<file path="config.mk">
export PLATFORM = sky130hd
export DESIGN_NAME = key_event_queue
export DESIGN_NICKNAME = d
export VERILOG_FILES = /design/src/rtl/key_event_pkg.sv /design/src/rtl/key_event_fifo.sv /design/src/rtl/key_event_queue.sv
export SDC_FILE = /design/constraint.sdc
export NUM_CORES = 1
export LEC_CHECK = 0
export ABC_AREA = 1
export CAP_MARGIN = 20
export CORE_MARGIN = 2
export CORE_UTILIZATION = 45
export CTS_BUF_LIST = sky130_fd_sc_hd__clkbuf_16
export DETAILED_ROUTE_END_ITERATION = 8
export DONT_BUFFER_PORTS = 1
export PLACE_DENSITY = 0.58
export SLEW_MARGIN = 20
export SYNTH_ARGS = -nofsm -noshare
export SYNTH_HDL_FRONTEND = slang
export SYNTH_SLANG_ARGS = --single-unit
export TNS_END_PERCENT = 50
</file>
<file path="constraint.sdc">
create_clock -name clk -period 6.7 [get_ports clk]
set_input_delay 1.675 -clock clk [delete_from_list [all_inputs] [get_ports clk]]
set_output_delay 1.675 -clock clk [all_outputs]
set_load 0.02 [all_outputs]
</file>
<file path="src/rtl/key_event_pkg.sv">
// key_event_pkg
// Shared types and helpers for the keypad event queue.
//   CODE_W         : width of a key code (4 -> 16 keys)
//   NKEYS_MAX      : largest key vector a code can address
//   key_event_t    : {code, press} event as stored in the FIFO (5 bits)
//   emit_state_e   : serialiser FSM states (IDLE, EMIT)
//   lowest_set_bit : index of the least-significant set bit of a key vector
package key_event_pkg;

    localparam int CODE_W    = 4;
    localparam int NKEYS_MAX = 1 << CODE_W;

    typedef struct packed {
        logic [CODE_W-1:0] code;
        logic              press;
    } key_event_t;

    typedef enum logic {
        IDLE = 1'b0,
        EMIT = 1'b1
    } emit_state_e;

    // Scanning from the top down lets the lowest set bit overwrite any
    // higher one, so the result is the lowest index. An all-zero vector
    // returns 0.
    function automatic logic [CODE_W-1:0] lowest_set_bit(input logic [NKEYS_MAX-1:0] vec);
        lowest_set_bit = '0;
        for (int i = NKEYS_MAX - 1; i >= 0; i--) begin
            if (vec[i]) lowest_set_bit = CODE_W'(i);
        end
    endfunction

endpackage

</file>
<file path="src/rtl/key_event_fifo.sv">
// key_event_fifo
// Synchronous FIFO with a registered head word.
//   clk, rst : clock, asynchronous active-high reset
//   push     : write wr_data; accepted when not full, or when full and a
//              pop happens in the same cycle
//   wr_data  : word to write
//   pop      : remove the head word (ignored while empty)
//   head     : registered head word, valid while !empty
//   full     : DEPTH words stored
//   empty    : no words stored
module key_event_fifo #(
    parameter int WIDTH = 5,
    parameter int DEPTH = 4
) (
    input  logic             clk,
    input  logic             rst,
    input  logic             push,
    input  logic [WIDTH-1:0] wr_data,
    input  logic             pop,
    output logic [WIDTH-1:0] head,
    output logic             full,
    output logic             empty
);

    localparam int AW = (DEPTH > 1) ? $clog2(DEPTH) : 1;

    logic [WIDTH-1:0] mem_q [DEPTH];
    logic [AW-1:0]    wr_ptr_q, wr_ptr_d;
    logic [AW-1:0]    rd_ptr_q, rd_ptr_d;
    logic [AW:0]      count_q, count_d;
    logic [WIDTH-1:0] head_q, head_d;
    logic             do_push, do_pop;

    assign full  = (count_q == (AW+1)'(DEPTH));
    assign empty = (count_q == '0);
    assign head  = head_q;

    // NOTE: every signal written here is assigned on every path, so no
    // latch can be inferred.
    always_comb begin
        do_pop   = pop && !empty;
        do_push  = push && (!full || do_pop);
        wr_ptr_d = wr_ptr_q + AW'(do_push);
        rd_ptr_d = rd_ptr_q + AW'(do_pop);
        count_d  = count_q + (AW+1)'(do_push) - (AW+1)'(do_pop);
        // Head register tracks the word that will sit at rd_ptr_d after
        // this edge; a word written into that slot right now bypasses memory.
        if (do_push && (wr_ptr_q == rd_ptr_d)) begin
            head_d = wr_data;
        end else if (count_d == '0) begin
            head_d = head_q;
        end else begin
            head_d = mem_q[rd_ptr_d];
        end
    end

    // NOTE: state flops use non-blocking assignments so all of them update
    // together from values sampled before the edge.
    always_ff @(posedge clk or posedge rst) begin
        if (rst) begin
            wr_ptr_q <= '0;
            rd_ptr_q <= '0;
            count_q  <= '0;
            head_q   <= '0;
        end else begin
            wr_ptr_q <= wr_ptr_d;
            rd_ptr_q <= rd_ptr_d;
            count_q  <= count_d;
            head_q   <= head_d;
        end
    end

    // NOTE: the storage array is not reset; the pointers and count decide
    // which words are meaningful, and the visible head is a reset register.
    always_ff @(posedge clk) begin
        if (do_push) mem_q[wr_ptr_q] <= wr_data;
    end

endmodule

</file>
<file path="src/rtl/key_event_queue.sv">
// key_event_queue
// Debounces the keypad scanner's key vector, turns accepted changes into
// per-key events (lowest index first, one per clock) and queues them.
//   clk, rst    : clock, asynchronous active-high reset
//   key_state   : latched key vector from the scanner (bit n = key n held)
//   scan_done   : one-cycle strobe, key_state is a complete sweep
//   ev_valid    : head event available
//   ev_ready    : consumer takes the head event
//   ev_code     : key index of the head event
//   ev_press    : 1 = press, 0 = release
//   stable_keys : debounced key vector
//   overflow    : sticky, an event was dropped on a full queue
//   ovf_clr     : clears overflow (a simultaneous drop wins)
// Build option: define KEY_EVENT_RELEASE_EN to queue release events too;
// without it only presses are queued and ev_press is tied to 1.
module key_event_queue
    import key_event_pkg::*;
#(
    parameter int NKEYS          = 16,
    parameter int DEBOUNCE_SCANS = 3,
    parameter int FIFO_DEPTH     = 4
) (
    input  logic              clk,
    input  logic              rst,
    input  logic [NKEYS-1:0]  key_state,
    input  logic              scan_done,
    output logic              ev_valid,
    input  logic              ev_ready,
    output logic [CODE_W-1:0] ev_code,
    output logic              ev_press,
    output logic [NKEYS-1:0]  stable_keys,
    output logic              overflow,
    input  logic              ovf_clr
);

    localparam int CNT_W = 4;
    localparam logic [CNT_W-1:0] SAT_CNT    = CNT_W'(DEBOUNCE_SCANS);
    localparam logic [CNT_W-1:0] ACCEPT_CNT = CNT_W'(DEBOUNCE_SCANS - 1);
`ifdef KEY_EVENT_RELEASE_EN
    localparam int EV_W = $bits(key_event_t);
`else
    localparam int EV_W = CODE_W;
`endif

    emit_state_e      state_q, state_d;
    logic [NKEYS-1:0] cand_q, cand_d;
    logic [CNT_W-1:0] cnt_q, cnt_d;
    logic [NKEYS-1:0] stable_q, stable_d;
    logic [NKEYS-1:0] diff_q, diff_d;
    logic [NKEYS-1:0] snap_q, snap_d;
    logic             ovf_q, ovf_d;

    logic              accept, last_bit, emit_push, ev_drop;
    logic [CODE_W-1:0] lsb_code;
    logic [NKEYS-1:0]  diff_rest;
    logic [EV_W-1:0]   fifo_wr, fifo_head;
    logic              fifo_full, fifo_empty;

    // Debounce: a new vector restarts the count, a repeat counts up and
    // saturates. Runs regardless of FSM state.
    always_comb begin
        cand_d = cand_q;
        cnt_d  = cnt_q;
        if (scan_done) begin
            if (key_state != cand_q) begin
                cand_d = key_state;
                cnt_d  = '0;
            end else if (cnt_q != SAT_CNT) begin
                cnt_d = cnt_q + 1'b1;
            end
        end
    end

    assign accept    = (state_q == IDLE) && (cnt_q >= ACCEPT_CNT) && (cand_q != stable_q);
    assign lsb_code  = lowest_set_bit(NKEYS_MAX'(diff_q));
    assign diff_rest = diff_q & (diff_q - 1'b1);   // diff with its lowest set bit cleared
    assign last_bit  = (diff_rest == '0);

    // FSM next state
    always_comb begin
        state_d = state_q;
        case (state_q)
            IDLE:    if (accept) state_d = EMIT;
            EMIT:    if (last_bit) state_d = IDLE;
            default: state_d = IDLE;
        endcase
    end

    // Datapath: snapshot on accept, peel one diff bit per EMIT cycle.
    always_comb begin
        stable_d = stable_q;
        snap_d   = snap_q;
        diff_d   = diff_q;
        if (accept) begin
            diff_d   = cand_q ^ stable_q;
            snap_d   = cand_q;
            stable_d = cand_q;
        end else if (state_q == EMIT) begin
            diff_d = diff_rest;
        end
    end

    // FSM outputs
    always_comb begin
        emit_push = 1'b0;
        if (state_q == EMIT) begin
`ifdef KEY_EVENT_RELEASE_EN
            emit_push = 1'b1;
`else
            emit_push = snap_q[lsb_code];
`endif
        end
    end

    // A push is lost only when the queue is full and nothing leaves it.
    assign ev_drop = emit_push && fifo_full && !ev_ready;

    always_comb begin
        ovf_d = ev_drop | (ovf_q & ~ovf_clr);
    end

    always_ff @(posedge clk or posedge rst) begin
        if (rst) begin
            state_q  <= IDLE;
            cand_q   <= '0;
            cnt_q    <= '0;
            stable_q <= '0;
            diff_q   <= '0;
            snap_q   <= '0;
            ovf_q    <= 1'b0;
        end else begin
            state_q  <= state_d;
            cand_q   <= cand_d;
            cnt_q    <= cnt_d;
            stable_q <= stable_d;
            diff_q   <= diff_d;
            snap_q   <= snap_d;
            ovf_q    <= ovf_d;
        end
    end

`ifdef KEY_EVENT_RELEASE_EN
    key_event_t ev_in, ev_head;
    always_comb begin
        ev_in.code  = lsb_code;
        ev_in.press = snap_q[lsb_code];
    end
    assign fifo_wr  = ev_in;
    assign ev_head  = key_event_t'(fifo_head);
    assign ev_code  = ev_head.code;
    assign ev_press = ev_head.press;
`else
    assign fifo_wr  = lsb_code;
    assign ev_code  = fifo_head;
    assign ev_press = 1'b1;
`endif

    key_event_fifo #(
        .WIDTH (EV_W),
        .DEPTH (FIFO_DEPTH)
    ) u_fifo (
        .clk     (clk),
        .rst     (rst),
        .push    (emit_push),
        .wr_data (fifo_wr),
        .pop     (ev_ready),
        .head    (fifo_head),
        .full    (fifo_full),
        .empty   (fifo_empty)
    );

    assign ev_valid    = !fifo_empty;
    assign stable_keys = stable_q;
    assign overflow    = ovf_q;

endmodule
</file>
== Yosys cells after proc, flatten, opt, wreduce, memory -nomap -nowiden ==
Memory sizes are Yosys's and may differ from the RTL's. A register that Yosys moved wholly into a read port is not among the register bits.
Index checks and enable logic that the tools add are counted.

* $add $sub $neg: 6
* $mul: 0
* Divide/modulo/power cells: 0
* Magnitude comparators: 2
* Equal/unequal tests: 6
* Shift operators: 0
* Muxes and demuxes: 28
* Bitwise operators: 6
* Reductions and logical operators: 18

{| class="wikitable"
|+ Operator list
! cell !! number
|-
| $mux 4 || 18
|-
| $mux 16 || 2
|-
| $ne 16x16->1 || 2
|-
| $and 16x16->16 || 1
|-
| $logic_not 16->1 || 1
|-
| $sub 16x1->16 const B || 1
|-
| $xor 16x16->16 || 1
|-
| $logic_and 1x1->1 || 7
|-
| $logic_not 3->1 || 2
|-
| $mux 1 || 6
|-
| $lt 4x5->1 const B || 1
|-
| $add 2x1->2 || 2
|-
| $add 4x1->4 const B || 1
|-
| $bmux 1 s4 || 1
|-
| $ge 4x2->1 const B || 1
|-
| $ne 4x2->1 const B || 1
|-
| $reduce_and 2->1 || 2
|-
| $reduce_bool 2->1 || 2
|-
| $add 3x1->3 || 1
|-
| $eq 3x3->1 const B || 1
|-
| $logic_not 1->1 || 3
|-
| $sub 3x1->3 || 1
|-
| $eq 2x2->1 || 1
|-
| $ne 2x1->1 const B || 1
|-
| 5 further kinds || 6
|}

* Register bits: 61
* Latch bits: 0
* Memory bits (writable): 16
* Bits in read-only memories: 0
* Bits of input ports: 21
* Output and inout port bits: 23
* Memories: 1

{| class="wikitable"
|+ Memory list
! name !! words !! bits a word !! read ports !! clocked after Yosys merged registers in !! wr ports !! RTL line !! RTL
|-
| u_fifo.mem_q || 4 || 4 || 1 || 1 || 1 || key_event_fifo.sv:27 || <nowiki>logic [WIDTH-1:0] mem_q [DEPTH];</nowiki>
|}

== Longest topological paths before layout ==
* Depth after elaboration: 24
* Mapped depth: 35
* Mapped depth without buffers: 35

== Modules after synthesis ==
Synthesis repeated with hierarchy kept, for this count alone.

* Cells, all modules: 543
* Area, all modules: 4424.2 sq um

{| class="wikitable"
|+ Modules (own cells, without submodules)
! module !! instances !! cells an instance !! area each (sq um)
|-
| key_event_queue || 1 || 405 || 3119.2
|-
| key_event_fifo || 1 || 138 || 1305.0
|}

== Worst setup path before layout ==
OpenSTA, ideal clock, no wires.

* Kind: input port to flip-flop
* Start: input ev_ready
* End: register u_fifo.head_q[0] (netlist: u_fifo.head[0]) (read register of u_fifo.mem_q)
* Arrival: 3.519 ns
* Data required time: 6.583 ns
* Setup slack: 3.065 ns
* Cell stages on the path: 13
* Cells stage by stage: and2_1 ha_1 inv_1 ha_1 inv_1 fa_1 inv_1 nor3_1 inv_1 nand2_1 nand2_1 nand2_1 nand2_1

* Longest elaborated chain between the ends: 7
* Elaborated cells between the ends (all ways): 10
* Classes of those cells: add/sub (3); eq/ne (2); reduce/logical (5)

{| class="wikitable"
|+ Ends and longest elaborated chain
! item !! RTL line !! RTL
|-
| from (decl) || key_event_queue.sv:28 || <nowiki>input logic ev_ready,</nowiki>
|-
| $logic_and 1x1->1 * || key_event_fifo.sv:41 || <nowiki>do_pop = pop && !empty;</nowiki>
|-
| $logic_or 1x1->1 || key_event_fifo.sv:42 || <nowiki>do_push = push && (!full || do_pop);</nowiki>
|-
| $logic_and 1x1->1 || key_event_fifo.sv:42 ||
|-
| $add 3x1->3 || key_event_fifo.sv:45 || <nowiki>count_d = count_q + (AW+1)'(do_push) - (AW+1)'(do_pop);</nowiki>
|-
| $sub 3x1->3 * || key_event_fifo.sv:45 ||
|-
| net u_fifo.count_d[1] || key_event_fifo.sv:30 || <nowiki>logic [AW:0] count_q, count_d;</nowiki>
|-
| $logic_not 3->1 * || key_event_fifo.sv:50 || <nowiki>end else if (count_d == '0) begin</nowiki>
|-
| $ne 2x1->1 (no source line) * || -- ||
|-
| to (decl) || key_event_fifo.sv:31 || <nowiki>logic [WIDTH-1:0] head_q, head_d;</nowiki>
|}

Mark *: on every way through the listed nets, which the timed path passes. The rest lies on a longest branch.
A chain may end at the register's enable or synchronous reset.

== Worst setup path in the final report ==
* Start: register diff_q[1]
* End: register u_fifo.head_q[1] (netlist: u_fifo.head[1]) (read register of u_fifo.mem_q)

* Longest elaborated chain between the ends: 10
* Elaborated cells between the ends (all ways): 11
* Classes of those cells: add/sub (2); eq/ne (1); mux (5); reduce/logical (3)

{| class="wikitable"
|+ Ends and longest elaborated chain
! item !! RTL line !! RTL
|-
| from (decl) || key_event_queue.sv:49 || <nowiki>logic [NKEYS-1:0] diff_q, diff_d;</nowiki>
|-
| from (signal assigned) || key_event_queue.sv:136 || <nowiki>diff_q <= diff_d;</nowiki>
|-
| $mux 4 (2 in a row) || key_event_pkg.sv:29 || <nowiki>if (vec[i]) lowest_set_bit = CODE_W'(i);</nowiki>
|-
| net fifo_wr[3] || key_event_queue.sv:56 || <nowiki>logic [EV_W-1:0] fifo_wr, fifo_head;</nowiki>
|-
| $bmux 1 s4 || key_event_queue.sv:110 || <nowiki>emit_push = snap_q[lsb_code];</nowiki>
|-
| $mux 1 (implied by the code) || key_event_queue.sv:110 ||
|-
| $mux 1 || key_event_queue.sv:106 || <nowiki>if (state_q == EMIT) begin</nowiki>
|-
| $logic_and 1x1->1 || key_event_fifo.sv:42 ||
|-
| $add 3x1->3 || key_event_fifo.sv:45 ||
|-
| $sub 3x1->3 || key_event_fifo.sv:45 ||
|-
| net u_fifo.count_d[1] || key_event_fifo.sv:30 ||
|-
| $logic_not 3->1 || key_event_fifo.sv:50 ||
|-
| $ne 2x1->1 (no source line) || -- ||
|}

The timed path passes the listed nets, and every way through them passes these cells. The select of a mux whose other input is x is not followed.

==> results.py <==
metrics = {
    "place": {
        "dp_hpwl_um": 7420,
        "placed_cell_area_sq_um": 4400,
        "portBuffers": 0,
        "dpl.cell_count": 617,
        "gp_congestion": 0.824,
    },
    "global_routing": {
        "grt_start_max_net_pins": 66,
        "grt_pass1_vias": 3253,
        "grt_antenna_before_repair": 0,
        "grt_pass1_wl_um": 16900,
        "grt_use_total": 0.216,
        "grt-ovfl-total": 0,
    },
    "synthesis": {
        "synth_async_sr_flop_share": 0.802,
        "yosysTopAreaCell": "dfrtp_1",
        "syn-instance-count": 497,
        "yosys_warnings": 0,
        "synthTopCellsByCount": "111 x nand2_1, 65 x dfrtp_1, 60 x inv_1",
        "yosys-top-cells-area": "dfrtp_1 38%, edfxtp_1 11%, nand2_1 9.8%",
        "synth-edff-count": 16,
        "yosysMostFrequentCell": "nand2_1",
        "synth_ff_type": "dfrtp_1",
        "synth_top_cell_area_share": 0.381,
        "synth_area_sq_um": 4270,
        "avgSynthCellArea_sq_um": 8.60,
        "synth_seq_cells": 81,
        "syn_nets": 525,
        "synth-seq-area-share": 0.493,
        "synth_cell_types": 39,
    },
    "power": {
        "internal_power_mw": 1.23,
        "powerDensity_nw_per_um2": 461,
        "p_switching_mw": 0.940,
        "switching_share": 0.433,
        "p_comb_frac": 0.413,
        "p_seq_frac": 0.349,
        "ir_worst_vdd_mv": 0.182,
        "leakage_nw": 2.23,
        "clock_power_share": 0.238,
    },
    "floorplan": {
        "die_area_sq_um": 10300,
        "core_area_sq_um": 9240,
        "io_pins": 44,
        "die_w_um": 101,
        "rows": 35,
        "die_y_um": 101,
        "start_util": 0.462,
    },
    "timing": {
        "fmax_ghz": 0.245,
        "finalCritPeriodShare": 0.609,
        "drv_slew": 0,
        "min_period_ns": 4.08,
        "worst_pin_slew_ns": 0.837,
        "final.setup.tns_ns": 0,
        "rsz0062_at_grt": "false",
        "slew_headroom": 0.442,
        "setup-violations-final": 0,
        "hold_viol_final": 0,
        "finClkSkew_ns": 0.00950,
    },
    "cells_and_area": {
        "drive_gt1_frac": 0.0873,
        "n_antenna_cell": 0,
        "seq_area_sq_um": 2110,
        "multi_input_area_sq_um": 1860,
        "nFillCells": 883,
        "final_area_sq_um": 4710,
        "final_nets": 527,
        "final_cells": 633,
        "area_growth_pct": 10.3,
    },
    "routing": {
        "drt-total-wl_um": 10000,
        "vias": 3275,
        "route.met2.wl_um": 4570,
        "highest_layer": "met4",
        "drcViolationCount": 0,
        "wl_met1_um": 4630,
        "antenna_left": 0,
        "met3_length_um": 689,
        "drt_iter0_drc": 218,
        "routedWlPerCell_um": 15.8,
        "avgViaCountPerCell": 5.17,
        "drtPass1Iterations": 4,
    },
    "run_status": {
        "outcome": "finished clean",
    },
    "worst_setup_path": {
        "end_kind": "flop",
        "critPathSlowestCell": "fa_1",
        "critPathMaxFanout": 7,
        "required_ns": 6.93,
        "crit_arrival_ns": 4.31,
        "critPathMaxStageDelay_ns": 0.47,
        "startpoint_type": "flop",
        "worstSetupPathType": "reg2reg",
        "cp_common_cell": "inv_2",
    },
    "cts": {
        "worstSkewPairLatency_ns": 0.34,
        "post_cts.repair.setup_buffers": 0,
        "cts.clk_slew.worst_paths_ns": 0.07,
        "htreeDepth": 3,
        "cts_repair_resize_count": 0,
        "cts_buffers": 9,
        "clock-sinks": 81,
        "cts_tree": "yes",
        "ctsHoldBuffers": 0,
        "cts_buffer_depth": 2,
        "cts-root-buf": "clkbuf_16",
    },
    "run": {
        "drv_cap": 0,
    },
    "hold_path": {
        "hold_class": "reg2reg",
    },
}
==> worst max-delay path, delay by kind of cell, from the launching register on <==
family	cells	cell delay, ns
AOI/OAI and AO/OA	1	0.25
adders and majority gates	2	0.61
buffers and inverters	11	0.83
DFF	1	0.39
and+or+nand+nor	15	1.91
==> path summary, 6_finish.rpt <==
| path | endpoint | cells after the start | slack [ns] | start |
|---|---|---|---|---|
| worst max register to register | u_fifo.head[1] | 29 | 2.62 | diff_q[1] |
| max in group asynchronous | diff_q[3] | 2 | 4.69 | rst |
| worst min register to register | cnt_q[3] | 1 | 0.47 | cnt_q[3] |
| worst max-delay path | u_fifo.head[1] | 29 | 2.62 | diff_q[1] |
| min in group asynchronous | cnt_q[0] | 2 | 1.47 | rst |
| worst min-delay path | cnt_q[3] | 1 | 0.47 | cnt_q[3] |
==> stage by stage <==
step           setup slack (ns)  power [mW]  hold slack, ns  utilization
3_5_place_dp               2.64        1.66           0.459        0.477
3_3_place_gp               2.75        1.65           0.455        0.477
4_1_cts                    2.62        2.18           0.470        0.510
6_report                   2.62        2.17           0.473        0.510
2_1_floorplan              3.06        1.45           0.434            -
5_1_grt                    2.08        2.34           0.494        0.510
==> sequential cells by signal, indices dropped and copies added, names as in the netlist <==
| name | flops |
|---|---|
| overflow | 1 |
| u_fifo.wr_ptr_q | 2 |
| diff_q | 16 |
| snap_q | 16 |
| u_fifo.rd_ptr_q | 2 |
| u_fifo.mem_q | 16 |
| cnt_q | 4 |
| u_fifo.head | 4 |
| cand_q | 16 |
| state_q | 1 |
| u_fifo.count_q | 3 |
==> cells in the final DEF, fill, tap and decap left out, types with 7 or more instances in the layout <==
| master | count |
|---|---|
| a21oi_1 | 14 |
| clkbuf_16 | 9 |
| dfrtp_1 | 65 |
| edfxtp_1 | 16 |
| inv_1 | 59 |
| inv_2 | 9 |
| nand2_1 | 111 |
| nand3_1 | 26 |
| nand4_1 | 7 |
| nor2_1 | 29 |
| nor3_1 | 9 |
| o21ai_0 | 50 |
| o22ai_1 | 7 |
| xor2_1 | 27 |
==> cells by family (layout without fill, tap and decap cells) <==
| group | Yosys count | after routing | share of synthesized area |
|---|---|---|---|
| other cells | 1 | 1 | 0.000878 |
| buf+inv | 81 | 88 | 0.0720 |
| flops | 81 | 81 | 0.493 |
| mux | 8 | 8 | 0.0199 |
| xor+xnor | 33 | 33 | 0.0676 |
| simple gates | 201 | 201 | 0.212 |
| fa+ha+maj | 7 | 7 | 0.0223 |
| compound gates | 85 | 85 | 0.112 |
==> power groups by stage <==
stage | Sequential [mW] | Clock (mW) | Combinational, mW
floorplan | 0.743 | 0 | 0.709
global placement | 0.767 | 0 | 0.881
detailed placement | 0.768 | 0 | 0.893
CTS | 0.759 | 0.526 | 0.897
global route | 0.771 | 0.547 | 1.02
finish | 0.758 | 0.516 | 0.897
==> layout make-up <==
type | count | area share
Multi-Input combinational cell | 335 | 0.394
Timing Repair Buffer | 2 | 0.00319
Clock inverter | 7 | 0.0175
Clock buffer | 9 | 0.0478
Tap cell | 129 | 0.0343
Inverter | 70 | 0.0558
Sequential cell | 81 | 0.447
==> layer usage <==
metal	GRT usage	vias up
li1	-	1643
met1	0.310	1535
met2	0.328	89
met3	0.0455	8
met4	0.0717	0
met5	0	-
Note: power is estimated with default switching activity, not from simulation.
